File: config.mk
export PLATFORM = sky130hd
export DESIGN_NAME = lcd_sw_seq
export DESIGN_NICKNAME = d
export VERILOG_FILES = /design/src/rtl/lcd_sw_pkg.sv /design/src/rtl/lcd_sw_intr.sv /design/src/rtl/lcd_sw_seq.sv
export SDC_FILE = /design/constraint.sdc
export NUM_CORES = 1
export LEC_CHECK = 0
export BUFFER_PORTS_ARGS = -buffer_cell sky130_fd_sc_hd__buf_2
export CAP_MARGIN = 30
export CORE_UTILIZATION = 36
export DETAILED_ROUTE_END_ITERATION = 12
export SYNTH_ARGS = -nofsm -noshare
export SYNTH_HDL_FRONTEND = slang
export SYNTH_SLANG_ARGS = --single-unit
export TNS_END_PERCENT = 30
File: constraint.sdc
create_clock -name i_clk -period 4.3 [get_ports i_clk]
set_clock_uncertainty 0.15 [all_clocks]
set_input_delay 0.215 -clock i_clk [delete_from_list [all_inputs] [get_ports i_clk]]
set_output_delay 0.215 -clock i_clk [all_outputs]
set_load 0.02 [all_outputs]
File: src/rtl/lcd_sw_pkg.sv
// -----------------------------------------------------------------------------
// lcd_sw_pkg
// Shared types and constants for the front-panel LCD/switch SPI sequencer.
//   seq_state_t  : main sequencer states
//   init_phase_t : sub-steps used while playing the init ROM table
//   intr_state_t : switch-interrupt tracking states
//   ENT_*        : entry field positions, as offsets from DATA_W
//                  (entry = {dev, cap, data})
//   HDR_ADDR     : frame RAM address of the header word
//   ENT_BASE     : frame RAM address of the first entry
// -----------------------------------------------------------------------------
package lcd_sw_pkg;

    typedef enum logic [3:0] {
        PWRUP,
        INIT,
        IDLE,
        LEN_RD,
        FETCH,
        SEND,
        WAIT,
        GAP,
        DONE
    } seq_state_t;

    typedef enum logic [1:0] {
        IP_RD,
        IP_SEND,
        IP_WAIT,
        IP_GAP
    } init_phase_t;

    typedef enum logic [1:0] {
        I_IDLE,
        I_ARMED,
        I_CLEARED
    } intr_state_t;

    // Entry layout: data in [DATA_W-1:0], cap at DATA_W, dev above it.
    localparam int ENT_DATA_LSB = 0;
    localparam int ENT_CAP_OFS  = 0;
    localparam int ENT_DEV_OFS  = 1;

    localparam int HDR_ADDR = 0;
    localparam int ENT_BASE = 1;

    function automatic int max2(input int a, input int b);
        return (a > b) ? a : b;
    endfunction

endpackage

File: src/rtl/lcd_sw_intr.sv
// -----------------------------------------------------------------------------
// lcd_sw_intr
// Switch-interrupt tracker: I_IDLE -> I_ARMED -> I_CLEARED -> I_IDLE.
// Holds the captured switch state for the host.
//   i_clk, i_rst      : clock, synchronous active-high reset
//   i_sw_intr         : switch interrupt, active-low
//   i_sw_intr_clear   : host clear
//   i_cap_stb         : capture strobe from the sequencer (cap entry done)
//   i_cap_data        : switch bits to capture
//   o_sw_data         : captured switch state, all-ones when not armed
//   o_sw_valid        : armed and at least one capture taken
// -----------------------------------------------------------------------------
module lcd_sw_intr
    import lcd_sw_pkg::*;
#(
    parameter int SW_W = 8
) (
    input  logic            i_clk,
    input  logic            i_rst,
    input  logic            i_sw_intr,
    input  logic            i_sw_intr_clear,
    input  logic            i_cap_stb,
    input  logic [SW_W-1:0] i_cap_data,
    output logic [SW_W-1:0] o_sw_data,
    output logic            o_sw_valid
);

    intr_state_t state;

    always_ff @(posedge i_clk) begin
        if (i_rst) begin
            state      <= I_IDLE;
            o_sw_data  <= '1;
            o_sw_valid <= 1'b0;
        end else begin
            case (state)
                I_IDLE: begin
                    if (!i_sw_intr && !i_sw_intr_clear) begin
                        state <= I_ARMED;
                    end
                end
                I_ARMED: begin
                    // Clear wins over a capture landing in the same cycle.
                    if (i_sw_intr_clear) begin
                        state      <= I_CLEARED;
                        o_sw_data  <= '1;
                        o_sw_valid <= 1'b0;
                    end else if (i_cap_stb) begin
                        o_sw_data  <= i_cap_data;
                        o_sw_valid <= 1'b1;
                    end
                end
                I_CLEARED: begin
                    if (i_sw_intr && !i_sw_intr_clear) begin
                        state <= I_IDLE;
                    end
                end
                default: begin
                    state      <= I_IDLE;
                    o_sw_data  <= '1;
                    o_sw_valid <= 1'b0;
                end
            endcase
        end
    end

endmodule

File: src/rtl/lcd_sw_seq.sv
// -----------------------------------------------------------------------------
// lcd_sw_seq
// Front-panel LCD/switch SPI sequencer. After a power-up delay it plays
// INIT_LEN words from the init ROM to device 0, then serves host frames from
// DPBRAM: header (length) at address 0, entries {dev, cap, data} from
// address 1. Each word is handed to the SPI master with a start pulse and
// completes on its done pulse, followed by GAP_CYC idle cycles.
//
// Read latency: RD_LAT counts from the cycle the registered address is first
// driven; the word is latched at the end of the RD_LAT-th cycle.
//
// Optional feature macro: LCD_SW_SEQ_TIMEOUT_EN
//   defined   : done-timeout of TMO_CYC cycles, sets sticky o_err
//   undefined : waits for done forever, o_err tied 0
//
// Ports:
//   i_clk, i_rst         : clock, synchronous active-high reset
//   i_start              : host frame request (level)
//   o_busy, o_done       : frame in progress / frame finished
//   o_init_done          : sticky, init table played
//   o_rom_addr/i_rom_data: init ROM port
//   o_dpbram_addr/i_dpbram_data : frame RAM port
//   o_spi_start, o_mosi_data, o_dev_sel, i_miso_data, i_spi_done : SPI master
//   i_sw_intr, i_sw_intr_clear, o_sw_data, o_sw_valid : switch interrupt
//   o_err                : sticky timeout error
// -----------------------------------------------------------------------------
module lcd_sw_seq
    import lcd_sw_pkg::*;
#(
    parameter  int DATA_W    = 24,
    parameter  int ADDR_W    = 8,
    parameter  int N_DEV     = 2,
    parameter  int SW_W      = 8,
    parameter  int INIT_LEN  = 117,
    parameter  int PWRUP_DLY = 67_000_000,
    parameter  int GAP_CYC   = 64,
    parameter  int RD_LAT    = 2,
    parameter  int TMO_CYC   = 8192,
    localparam int DEV_W     = (N_DEV > 1) ? $clog2(N_DEV) : 1
) (
    input  logic                    i_clk,
    input  logic                    i_rst,
    input  logic                    i_start,
    output logic                    o_busy,
    output logic                    o_done,
    output logic                    o_init_done,
    output logic [ADDR_W-1:0]       o_rom_addr,
    input  logic [DATA_W-1:0]       i_rom_data,
    output logic [ADDR_W-1:0]       o_dpbram_addr,
    input  logic [DATA_W+DEV_W:0]   i_dpbram_data,
    output logic                    o_spi_start,
    output logic [DATA_W-1:0]       o_mosi_data,
    input  logic [DATA_W-1:0]       i_miso_data,
    input  logic                    i_spi_done,
    output logic [N_DEV-1:0]        o_dev_sel,
    input  logic                    i_sw_intr,
    input  logic                    i_sw_intr_clear,
    output logic [SW_W-1:0]         o_sw_data,
    output logic                    o_sw_valid,
    output logic                    o_err
);

    localparam int CAP_BIT = DATA_W + ENT_CAP_OFS;
    localparam int DEV_LSB = DATA_W + ENT_DEV_OFS;
    localparam int CNT_MAX = max2(max2(PWRUP_DLY, TMO_CYC), max2(GAP_CYC, RD_LAT));
    localparam int CNT_W   = $clog2(CNT_MAX + 1);
    localparam int K_W     = (INIT_LEN > 1) ? $clog2(INIT_LEN) : 1;

    localparam logic [CNT_W-1:0]  PWRUP_LAST = CNT_W'(PWRUP_DLY - 1);
    localparam logic [CNT_W-1:0]  RD_LAST    = CNT_W'(RD_LAT - 1);
    localparam logic [CNT_W-1:0]  GAP_LAST   = CNT_W'(GAP_CYC - 1);
    localparam logic [K_W-1:0]    K_LAST     = K_W'(INIT_LEN - 1);
    // Longest frame: entries occupy addresses 1 .. 2^ADDR_W-2.
    localparam logic [ADDR_W-1:0] LEN_MAX    = {{(ADDR_W-1){1'b1}}, 1'b0};

    seq_state_t         state;
    init_phase_t        init_ph;
    logic [CNT_W-1:0]   cnt;        // shared: pwrup, read latency, gap, timeout
    logic [K_W-1:0]     k;          // init ROM word index
    logic [ADDR_W-1:0]  len;
    logic [ADDR_W-1:0]  idx;
    logic               ent_cap;

    logic [ADDR_W-1:0]  hdr_len;
    logic [DEV_W-1:0]   ent_dev;
    logic [N_DEV-1:0]   ent_sel;
    logic               cap_stb;

    assign hdr_len = i_dpbram_data[ADDR_W-1:0];
    assign ent_dev = i_dpbram_data[DEV_LSB +: DEV_W];
    assign ent_sel = N_DEV'(1) << ent_dev;
    assign cap_stb = (state == WAIT) && i_spi_done && ent_cap;

`ifdef LCD_SW_SEQ_TIMEOUT_EN
    localparam logic [CNT_W-1:0] TMO_LAST = CNT_W'(TMO_CYC - 1);
    logic err_q;
    assign o_err = err_q;
`else
    assign o_err = 1'b0;
`endif

    generate
        if (SW_W < DATA_W) begin : g_miso_hi
            logic unused_miso_hi;
            assign unused_miso_hi = ^i_miso_data[DATA_W-1:SW_W];
        end
    endgenerate

    // NOTE: every register here is updated with non-blocking assignments so
    // all state moves together on the edge; blocking here would let later
    // statements see half-updated state and break simulation/synthesis match.
    always_ff @(posedge i_clk) begin
        if (i_rst) begin
            state         <= PWRUP;
            init_ph       <= IP_RD;
            cnt           <= '0;
            k             <= '0;
            len           <= '0;
            idx           <= '0;
            ent_cap       <= 1'b0;
            o_busy        <= 1'b0;
            o_done        <= 1'b0;
            o_init_done   <= 1'b0;
            o_rom_addr    <= '0;
            o_dpbram_addr <= '0;
            o_spi_start   <= 1'b0;
            o_mosi_data   <= '0;
            o_dev_sel     <= '0;
`ifdef LCD_SW_SEQ_TIMEOUT_EN
            err_q         <= 1'b0;
`endif
        end else begin
            o_spi_start <= 1'b0;

            case (state)
                PWRUP: begin
                    if (cnt == PWRUP_LAST) begin
                        state      <= INIT;
                        init_ph    <= IP_RD;
                        cnt        <= '0;
                        k          <= '0;
                        o_rom_addr <= '0;
                    end else begin
                        cnt <= cnt + 1'b1;
                    end
                end

                INIT: begin
                    case (init_ph)
                        IP_RD: begin
                            if (cnt == RD_LAST) begin
                                o_mosi_data <= i_rom_data;
                                o_dev_sel   <= N_DEV'(1);
                                o_spi_start <= 1'b1;
                                init_ph     <= IP_SEND;
                            end else begin
                                cnt <= cnt + 1'b1;
                            end
                        end
                        IP_SEND: begin
                            init_ph <= IP_WAIT;
                            cnt     <= '0;
                        end
                        IP_WAIT: begin
                            if (i_spi_done) begin
                                o_dev_sel <= '0;
                                init_ph   <= IP_GAP;
                                cnt       <= '0;
                            end
`ifdef LCD_SW_SEQ_TIMEOUT_EN
                            else if (cnt == TMO_LAST) begin
                                // Init keeps going after a lost word.
                                err_q     <= 1'b1;
                                o_dev_sel <= '0;
                                init_ph   <= IP_GAP;
                                cnt       <= '0;
                            end else begin
                                cnt <= cnt + 1'b1;
                            end
`endif
                        end
                        IP_GAP: begin
                            if (cnt == GAP_LAST) begin
                                if (k == K_LAST) begin
                                    o_init_done <= 1'b1;
                                    state       <= IDLE;
                                end else begin
                                    k          <= k + 1'b1;
                                    o_rom_addr <= ADDR_W'(k + 1'b1);
                                    init_ph    <= IP_RD;
                                    cnt        <= '0;
                                end
                            end else begin
                                cnt <= cnt + 1'b1;
                            end
                        end
                        default: init_ph <= IP_RD;
                    endcase
                end

                IDLE: begin
                    if (i_start) begin
                        state         <= LEN_RD;
                        o_busy        <= 1'b1;
                        o_dpbram_addr <= ADDR_W'(HDR_ADDR);
                        cnt           <= '0;
                    end
                end

                LEN_RD: begin
                    if (cnt == RD_LAST) begin
                        if (hdr_len == '0) begin
                            state  <= DONE;
                            o_done <= 1'b1;
                        end else begin
                            len           <= (hdr_len > LEN_MAX) ? LEN_MAX : hdr_len;
                            idx           <= '0;
                            o_dpbram_addr <= ADDR_W'(ENT_BASE);
                            state         <= FETCH;
                            cnt           <= '0;
                        end
                    end else begin
                        cnt <= cnt + 1'b1;
                    end
                end

                FETCH: begin
                    // Latch the entry straight into the SPI-facing registers
                    // so the start pulse and its data appear together in SEND.
                    if (cnt == RD_LAST) begin
                        o_mosi_data <= i_dpbram_data[ENT_DATA_LSB +: DATA_W];
                        o_dev_sel   <= ent_sel;
                        ent_cap     <= i_dpbram_data[CAP_BIT];
                        o_spi_start <= 1'b1;
                        state       <= SEND;
                    end else begin
                        cnt <= cnt + 1'b1;
                    end
                end

                SEND: begin
                    state <= WAIT;
                    cnt   <= '0;
                end

                WAIT: begin
                    // The switch capture itself happens in lcd_sw_intr.
                    if (i_spi_done) begin
                        o_dev_sel <= '0;
                        state     <= GAP;
                        cnt       <= '0;
                    end
`ifdef LCD_SW_SEQ_TIMEOUT_EN
                    else if (cnt == TMO_LAST) begin
                        err_q     <= 1'b1;
                        o_dev_sel <= '0;
                        state     <= DONE;
                        o_done    <= 1'b1;
                    end else begin
                        cnt <= cnt + 1'b1;
                    end
`endif
                end

                GAP: begin
                    if (cnt == GAP_LAST) begin
                        if (idx + 1'b1 == len) begin
                            state  <= DONE;
                            o_done <= 1'b1;
                        end else begin
                            idx           <= idx + 1'b1;
                            o_dpbram_addr <= idx + ADDR_W'(ENT_BASE + 1);
                            state         <= FETCH;
                            cnt           <= '0;
                        end
                    end else begin
                        cnt <= cnt + 1'b1;
                    end
                end

                DONE: begin
                    if (!i_start) begin
                        state  <= IDLE;
                        o_done <= 1'b0;
                        o_busy <= 1'b0;
                    end
                end

                default: state <= PWRUP;
            endcase
        end
    end

    lcd_sw_intr #(
        .SW_W(SW_W)
    ) u_intr (
        .i_clk           (i_clk),
        .i_rst           (i_rst),
        .i_sw_intr       (i_sw_intr),
        .i_sw_intr_clear (i_sw_intr_clear),
        .i_cap_stb       (cap_stb),
        .i_cap_data      (i_miso_data[SW_W-1:0]),
        .o_sw_data       (o_sw_data),
        .o_sw_valid      (o_sw_valid)
    );

endmodule

# Word level (Yosys, flattened, before mapping)
# Cells that the tools add are included.
[word_totals]
regBits = 113
n_memories = 0
latch_bits = 0
mem_bits_ro = 0
out_inout_bits = 56
in_bits = 80
ramBits = 0
wordCells = 191
[classes]
n_lt_le_gt_ge = 1
div_mod_pow = 0
addsub = 5
multipliers = 0
bitwise = 2
reduce_logical = 34
eq_ne = 47
shifts = 1
muxes = 83
[op_table]
columns = ["cell", "n"]
rows = [
  ["two-way mux 26 bit", 10],
  ["one-hot mux 26 bit (8 select lines)", 1],
  ["two-way mux 8 bit", 16],
  ["one-hot mux 26 bit (4 select lines)", 1],
  ["two-way mux 24 bit", 3],
  ["two-way mux 4 bit", 12],
  ["one-hot mux 24 bit (2 select lines)", 1],
  ["one-hot mux 8 bit (2 select lines)", 3],
  ["one-hot mux 4 bit (9 select lines)", 1],
  ["!= test 2 bit, second input constant", 17],
  ["two-way mux 7 bit", 4],
  ["adder 26 x 1 -> 26 bit, second input constant", 1],
  ["== test 26 x 1 -> 1 bit, second input constant", 1],
  ["== test 26 bit, second input constant", 1],
  ["== test 26 x 6 -> 1 bit, second input constant", 1],
  ["one-hot mux 8 bit (3 select lines)", 1],
  ["!= test 3 bit, second input constant", 7],
  ["two-way mux 2 bit", 10],
  ["AND reduction 6 bit", 3],
  ["== test 4 x 3 -> 1 bit, second input constant", 4],
  ["AND reduction 5 bit", 3],
  ["one-hot mux 7 bit (2 select lines)", 1],
  ["one-hot mux 2 bit (3 select lines)", 2],
  ["AND reduction 4 bit", 3],
  ["34 further kinds", 66],
]

# Longest topological paths before layout
# Gate-level depths: netlist of run 1.
[logic_depth]
depth_word = 6
ltp_mapped = 11
mapped_depth_nobuf = 11

# Cells and area by module
# From an unflattened synthesis of run 1, not the netlist that was laid out.
[hier_totals]
hier_cells = 714
area_unflattened_um2 = 5695.5
[by_module_without_submodules]
columns = ["module", "seq_area_each_um2", "area_each_um2", "n_inst", "cells_each"]
rows = [
  ["lcd_sw_seq", 1901.8, 5281.3, 1, 673],
  ["lcd_sw_intr", 220.2, 414.1, 1, 41],
]

# Worst setup path after synthesis of run 1
# Ideal clock, no wire load.
[synth_timing]
path_kind = "register -> register"
from = "reg cnt[6]"
to = "reg cnt[0]"
path_stages_with_launch = 11
setup_ns = 0.132
synth_period_minus_slack_ns = 2.977
required_time_ns = 4.018
n_path_buf = 0
t_arrival_ns = 2.696
slack_ns = 1.323
cell_sequence = "dfxtp_1 -> or4_4 -> nand4bb_4 -> or3_4 -> ha_1 -> nor2_1 -> a31o_2 -> a221oi_1 -> o221ai_1 -> nor3_1 -> nor3_1"
[synth_between]
elab_chain_len = 4
word_cells_on_any_way = 14
classes_between = "eq/ne: 6; mux: 7; reduce/logical: 1"
[synth_rtl]
columns = ["element", "line", "text"]
rows = [
  ["start: declaration", "lcd_sw_seq.sv:78", "logic [CNT_W-1:0] cnt;"],
  ["start signal: assignment", "lcd_sw_seq.sv:144", "cnt <= cnt + 1'b1;"],
  ["start signal: assignment", "lcd_sw_seq.sv:157", "cnt <= cnt + 1'b1;"],
  ["start signal: assignment", "lcd_sw_seq.sv:194", "cnt <= cnt + 1'b1;"],
  ["== test 26 x 6 -> 1 bit / == test 26 x 1 -> 1 bit (equally long branches)", "--", ""],
  ["two-way mux 26 bit (on tied branches)", "--", ""],
  ["one-hot mux 26 bit (4 select lines)", "lcd_sw_seq.sv:149", "case (init_ph)"],
  ["one-hot mux 26 bit (8 select lines)", "lcd_sw_seq.sv:135", "case (state)"],
]
# Several ways; a longest one is shown, not always the timed one.
# A chain may end at the register's enable or synchronous reset.

# Worst setup path after layout of run 1
[layout_timing]
from = "reg cnt[20]"
to = "reg idx[0]"
[layout_between]
elab_chain_len = 3
word_cells_on_any_way = 5
classes_between = "eq/ne: 4; reduce/logical: 1"
[layout_rtl]
columns = ["element", "line", "text"]
rows = [
  ["== test 26 x 6 -> 1 bit / == test 26 x 1 -> 1 bit (equally long branches)", "lcd_sw_seq.sv:266, lcd_sw_seq.sv:211", ""],
  ["!= test 2 bit (no source line)", "--", ""],
  ["AND reduction 5 bit (no source line) (*)", "--", ""],
  ["end signal: assignment", "lcd_sw_seq.sv:271", "idx <= idx + 1'b1;"],
  ["end: declaration", "lcd_sw_seq.sv:81", "logic [ADDR_W-1:0] idx;"],
]
# Mark *: on every way between the ends. The rest lies on a longest branch, timed or not.

==> qor.csv, run 1 <==
stage,metric,value,unit
synthesis,sequential share of the synthesized area,0.363,
setup_path,cells along the critical path,nor4_1 -> nand4bb_4 -> or3_1 -> a21oi_1 -> nand3b_1 -> nor2b_1 -> a311oi_1,
setup_path,class of the most critical setup path,flop to flop,
run,reported max-cap violation count,0,
synthesis,post-synthesis cell count,716,
timing,Final period util,0.771,
grt,largest net degree at the start of global routing,83,
floorplan,starting density of the core,0.368,
setup_path,endpoint kind of the worst setup timing path,flop,
timing,final critical delay including setup and external delays,3320,ps
setup_path,peak per-stage delay on the critical path,700,ps
layout,highest-count cells in the layout ignoring fill and taps,"buf_2, dfxtp_1, nor2_1",
setup_path,endpoint arrival time on the critical path,3430,ps
cts,Sinks on Clock Net,106,
floorplan,die area,16700,µm²
drt,DRC,0,
cts,CTS-repair resized insts,0,
cts,clock latency on the worst-skew pair,360,ps
timing,actual slew at the worst max-slew pin,971,ps
timing,final hold violation count,0,
cts,post-CTS setup buffer count,0,
layout,Nets,921,
synthesis,"Warnings, synthesis",0,
setup_path,element type at the critical path start,flop,
drt,number of vias after detailed routing,5673,
grt,number of antenna violations at the first check in global routing,0,
grt,grt ovf,0,
drt,drt via density,5.39,
placement,detailed-placement wirelength estimate,10900,µm
grt,total track usage,0.188,
cts,Clock Path Buffers,2,
synthesis,number of enable-type register cells in the synthesized netlist,0,
drt,Final Routed Wirelength,15700,µm
setup_path,CP required,4410,ps
cts,clock buffer count from CTS,9,
layout,"most common cell after layout, fill and taps aside",buf_2,
pwr,cell-internal power,1.61,mW
drt,first-pass iteration count of the detailed router,5,
synthesis,Most used DFF post-synth,dfxtp_1,
grt,vias in the first global route,4968,
floorplan,Std-Cell Rows,46,
setup_path,largest fanout on the critical path,13,
timing,Setup Viol. Count Final,0,
pwr,Leakage Power,2.70,nW
drt,antenna-violating nets left,0,
timing,setup repair after global routing missed its margin,false,
placement,count of buffers from port buffering,118,
cts,CTS clock-pin slew for the worst setup and hold paths,80,ps
pwr,power dissipated by switching net loads,0.744,mW
grt,first-pass GRT wire length,25000,µm
synthesis,synthesized cell area,5840,µm²
setup_path,FF-to-FF setup slack,980,ps
timing,accumulated negative setup slack,0,ps
cts,# hold bufs at CTS,17,
pwr,maximum resistive drop on vdd,190,µV
cts,CTS Root Cell,clkbuf_16,
placement,routability congestion estimate,0.842,
outcome,status,"complete, no violations",
synthesis,async set or reset register ratio after synthesis,0,
timing,normalized max-slew margin,0.349,
layout,number of antenna diodes,0,
synthesis,net count after synthesis,806,
timing,pins over their slew limit,0,
min_path,worst hold path type,primary input to flop,
pwr,power per cell area,334,nW/µm²
synthesis,flip-flop and latch count after synthesis,106,
pwr,switching share of power,0.316,
pwr,relative contribution of combinational cells to total power,0.207,
cts,clock tree from TritonCTS,done,
cts,CTS H-tree depth,3,
pwr,sequential cell fraction of total power,0.451,
floorplan,Core ar.,15900,µm²
synthesis,mean instance size in the synthesized netlist,8.16,µm²
floorplan,width of the chip,129,µm
layout,area growth from synthesis to layout,20.8,%
synthesis,number of distinct library cell variants in the gate-level netlist after synthesis,74,
pwr,Clock Power Share,0.342,
layout,layout cell share with drive strength beyond 1,0.197,
pwr,post-layout total power,2.36,mW
floorplan,vertical extent of the die,129,µm
floorplan,I/O pin count,136,
drt,number of DRC markers after the initial detailed-route iteration,396,
setup_path,Worst path slowest cell,nor4_1,
drt,wire length per cell after detailed routing,14.9,µm
timing,Achievable Freq,302,MHz
through the flow:
stage / instances / setup WS, ps / area (µm²) / util / hold slack, ps
6_report: 1052 / 985 / 7060 / 0.444 / 21.6
5_1_grt: 1052 / 699 / 7060 / 0.444 / 15.9
4_1_cts: 1052 / 971 / 7060 / 0.444 / 6.37
3_5_place_dp: 1019 / 992 / 6600 / 0.416 / 281
3_3_place_gp: 1019 / 1010 / 6600 / 0.416 / 275
2_1_floorplan: 716 / 1320 / 5840 / - / 155
power groups by stage:
stage,clock (mW),combinational [mW],sequential (mW)
after detailed placement,0,0.470,1.09
after floorplan,0,0.321,1.09
after global placement,0,0.468,1.09
final,0.807,0.488,1.06
after global routing,0.878,0.537,1.07
after CTS,0.837,0.483,1.06
critical path: cells and delay by family, from the launching register on:
family / cells / cell delay (ps)
flops: 1 / 370
compound gates: 2 / 480
simple gates: 5 / 2220
synth_stat cells (10+ instances only):
cell type | count | area, µm²
nand3_1 | 33 | 165
ha_1 | 10 | 125
nand4_1 | 19 | 119
xnor2_1 | 10 | 87.6
a31oi_1 | 30 | 188
nand2_1 | 53 | 199
inv_1 | 22 | 82.6
a211oi_1 | 30 | 225
mux2i_1 | 37 | 370
o21ai_0 | 22 | 110
xor2_1 | 10 | 87.6
nor3_1 | 23 | 115
dfxtp_1 | 106 | 2120
nor2_1 | 98 | 368
a21oi_1 | 22 | 110
clkbuf_1 | 30 | 113
worst paths after layout:
check                         from      to  cells after the start
setup reg to reg           cnt[20]  idx[0]                      7
setup / recovery           cnt[20]  idx[0]                      7
hold reg to reg             o_busy  o_busy                      2
hold / removal    i_dpbram_data[4]  len[4]                      3
logic make-up after synthesis:
group           share of synthesized area
xor+xnor                           0.0300
fa+ha+maj                          0.0214
mux                                0.0634
flops                               0.363
simple gates                        0.263
other cells                      0.000642
compound gates                      0.216
buf+inv                            0.0426
final cells by class:
type,count,area [µm²]
inverter,22,82.6
timing repair buffer,142,813
clock inverter,7,61.3
fill,1633,8830
clock buffer,9,225
multi-input combinational,550,3480
tap,216,270
sequential,106,2120
flip-flops by register name, indices dropped and copies added, names as in the netlist:
name	cells
o_dev_sel	2
u_intr.o_sw_data	8
cnt	26
o_dpbram_addr	8
o_busy	1
len	8
init_ph	2
state	4
u_intr.o_sw_valid	1
o_spi_start	1
o_done	1
ent_cap	1
u_intr.state	2
idx	8
o_mosi_data	24
o_init_done	1
o_rom_addr	8
metal layers:
layer	GRT usage	up-vias	share of wire
met5	0	-	0
met4	0.0505	0	0.012
met3	0.0442	20	0.053
met2	0.282	154	0.44
met1	0.268	2601	0.50
li1	-	2898	-
Power figures use the tool's default switching activity.
==> run 2, diff against run 1 <==
--- a/config.mk
+++ b/config.mk
@@ -5,6 +5,7 @@
 export SDC_FILE = /design/constraint.sdc
 export NUM_CORES = 1
 export LEC_CHECK = 0
+export ABC_AREA = 1
 export BUFFER_PORTS_ARGS = -buffer_cell sky130_fd_sc_hd__buf_2
 export CAP_MARGIN = 30
 export CORE_UTILIZATION = 36
==> constraint.sdc (replaced) <==
create_clock -name i_clk -period 2.7 [get_ports i_clk]
set_clock_uncertainty 0.15 [all_clocks]
set_input_delay 0.135 -clock i_clk [delete_from_list [all_inputs] [get_ports i_clk]]
set_output_delay 0.135 -clock i_clk [all_outputs]
set_load 0.02 [all_outputs]
==> qor.csv, run 2 <==
stage,metric,value,unit
synthesis,synthesized cell area,7400,µm²
timing,Setup Viol. Count Final,0,
cts,CTS Root Cell,clkbuf_16,
grt,GR Util met2,0.381,
grt,first-pass GRT wire length,40100,µm
synthesis,Compound-Gate Fraction of Synth Area,0.114,
synthesis,main combinational cell family by area after synthesis,simple AND/OR/NAND/NOR gates,
grt,routing usage on met1,0.307,
timing,post-route worst setup slack,184,ps
layout,area of all placed cells without fillers,9310,µm²
setup_path,first element of the critical path,cnt[0],
synthesis,net count after synthesis,1325,
floorplan,Std-Cell Rows,52,
drt,drt via density,5.11,
layout,highest-count cells in the layout ignoring fill and taps,"nand2_1, nor2_1, nand3_1",
cts,clock tree from TritonCTS,done,
placement,placed instance count,1605,
setup_path,endpoint arrival time on the critical path,2600,ps
setup_path,class of the most critical setup path,flop to flop,
placement,detailed-placement wirelength estimate,16800,µm
pwr,power per cell area,347,nW/µm²
synthesis,post-synthesis cell count,1235,
synthesis,most area-hungry cell type in the Yosys netlist,dfxtp_1,
cts,clock buffer count from CTS,9,
layout,biggest registers after layout,"cnt: 26 flops, o_mosi_data: 24 flops",
layout,Nets,1498,
floorplan,I/O pin count,136,
floorplan,die area,21100,µm²
layout,flip-flop count of the largest register after layout,26,
layout,number of antenna diodes,0,
setup_path,r2r startpoint,cnt[0],
placement,worst-case setup slack after placement,210,ps
timing,Achievable Freq,397,MHz
drt,DRC,0,
layout,"most common cell after layout, fill and taps aside",nand2_1,
timing,accumulated negative setup slack,0,ps
synthesis,flip-flop and latch count after synthesis,106,
pwr,maximum resistive drop on vdd,338,µV
timing,actual slew at the worst max-slew pin,502,ps
drt,first-pass iteration count of the detailed router,7,
grt,vias in the first global route,7862,
floorplan,width of the chip,145,µm
timing,Final period util,0.932,
timing,normalized max-slew margin,0.664,
cts,CTS H-tree depth,3,
setup_path,endpoint kind of the worst setup timing path,flop,
synthesis,commonest cells in the synthesized netlist,"nand2_1, nor2_1, nand3_1",
min_path,worst hold path type,primary input to flop,
layout,final cell count without fillers,1683,
cts,Sinks on Clock Net,106,
placement,routability congestion estimate,0.922,
run,reported max-cap violation count,0,
layout,layout cell share with drive strength beyond 1,0.161,
grt,number of antenna violations at the first check in global routing,0,
floorplan,starting density of the core,0.367,
setup_path,FF-to-FF setup slack,180,ps
setup_path,worst r2r path cells,14,
synthesis,mean instance size in the synthesized netlist,5.99,µm²
synthesis,most common cell in the synthesized netlist,nand2_1,
synthesis,simple-gate share of the synthesized area,0.463,
drt,wire length per cell after detailed routing,14.5,µm
drt,antenna-violating nets left,0,
placement,count of buffers from port buffering,118,
synthesis,async set or reset register ratio after synthesis,0,
synthesis,share of the synthesized area in the top cell type,0.287,
setup_path,Critical Path Sink,idx[0],
timing,final critical delay including setup and external delays,2520,ps
floorplan,Core ar.,20200,µm²
cts,Clock Path Buffers,2,
grt,met3 track demand over resource,0.0448,
placement,Placed Instance Area,8380,µm²
setup_path,largest fanout on the critical path,9,
synthesis,multiplexer area fraction after synthesis,0,
grt,largest net degree at the start of global routing,49,
synthesis,Most used DFF post-synth,dfxtp_1,
grt,busiest layer in global routing,met2,
synthesis,"post-synthesis share of cell area spent on full adders, half adders and majority gates",0.0169,
drt,number of DRC markers after the initial detailed-route iteration,711,
cts,post-CTS setup buffer count,0,
setup_path,destination of the worst register-to-register timing path,idx[0],
floorplan,vertical extent of the die,145,µm
grt,grt ovf,0,
timing,setup repair after global routing missed its margin,false,
synthesis,XOR/XNOR Fraction of Synth Area,0.0249,
synthesis,number of enable-type register cells in the synthesized netlist,0,
drt,Final Routed Wirelength,24400,µm
setup_path,element type at the critical path start,flop,
grt,total track usage,0.231,
timing,final hold violation count,0,
synthesis,top cells by area in the synthesized netlist,"dfxtp_1, nand2_1, nand3_1",
pwr,Leakage Power,4.18,nW
layout,"Most flops, register",cnt,
outcome,status,"complete, no violations",
synthesis,"Warnings, synthesis",0,
drt,number of vias after detailed routing,8598,
setup_path,CP required,2780,ps
synthesis,number of distinct library cell variants in the gate-level netlist after synthesis,42,
synthesis,sequential share of the synthesized area,0.287,
cts,clock latency on the worst-skew pair,370,ps
layout,area growth from synthesis to layout,25.9,%
timing,pins over their slew limit,0,
cts,CTS clock-pin slew for the worst setup and hold paths,90,ps
-- run 2: timing repair --
| item | CTS | global route |
|---|---|---|
| gates resized for setup | 0 | 1 |
| hold buffers | 62 | 0 |
| setup endpoints to repair | 0 | 5 |
| hold endpoints to repair | 48 | 0 |
-- run 2: layout make-up --
cell class	instances	area (µm²)
Fill cell	2152	10900
Clock inverter	6	67.6
Clock buffer	10	239
Multi-Input combinational cell	960	4590
Timing Repair Buffer	218	1530
Sequential cell	106	2120
Tap cell	270	338
Inverter	113	425
-- run 2: metrics by stage --
stage                     hold slack [ps]   util  power, mW
after floorplan                      74.7      -       1.72
after global placement                193  0.416       1.81
after detailed placement              200  0.416       1.82
after CTS                            57.8  0.461       3.27
after global routing                 91.8  0.462       3.38
final                                67.6  0.462       3.24
-- run 2: worst max-delay path: stages, from the launching register on --
cell and delay [ps]:
dfxtp_1 470, ha_1 210, nand2_1 80, nor2_2 220, nand3_1 100, nor2_1 140
nand2_2 140, nand2_2 130, nand2_4 110, nor3_4 210, nand2_4 130, clkinv_2 110
nand2_1 80, nand2_1 80, nor2_1 40
-- run 2: routing by layer --
| layer | wire length [µm] | up-vias |
|---|---|---|
| met5 | 0 | - |
| met4 | 488 | 0 |
| met3 | 1710 | 39 |
| met2 | 11100 | 319 |
| met1 | 11100 | 3864 |
| li1 | - | 4376 |
-- run 2: kinds of logic (layout without fill, tap and decap cells) --
logic type / after synthesis / count (layout)
DFF: 106 / 106
and+or+nand+nor: 777 / 777
xor gates and xnor gates: 21 / 21
buffers and inverters: 169 / 347
other: 1 / 1
AOI/OAI and AO/OA: 151 / 151
adders and majority gates: 10 / 10
-- run 2: worst min-delay path by stage --
stage	start	end	slack (ps)	cells after the start
2_1_floorplan	i_sw_intr_clear	u_intr.state[0]	70	1
3_3_place_gp	i_sw_intr_clear	u_intr.state[0]	190	2
3_5_place_dp	i_sw_intr_clear	u_intr.state[0]	200	2
4_1_cts	i_rst	cnt[15]	60	4
5_1_grt	i_rst	cnt[5]	90	4
6_report	i_rst	cnt[6]	70	4
-- run 2: where the power goes --
group | switching (mW) | internal [mW]
sequential | 0.00857 | 1.57
clock | 0.700 | 0.681
combinational | 0.143 | 0.136
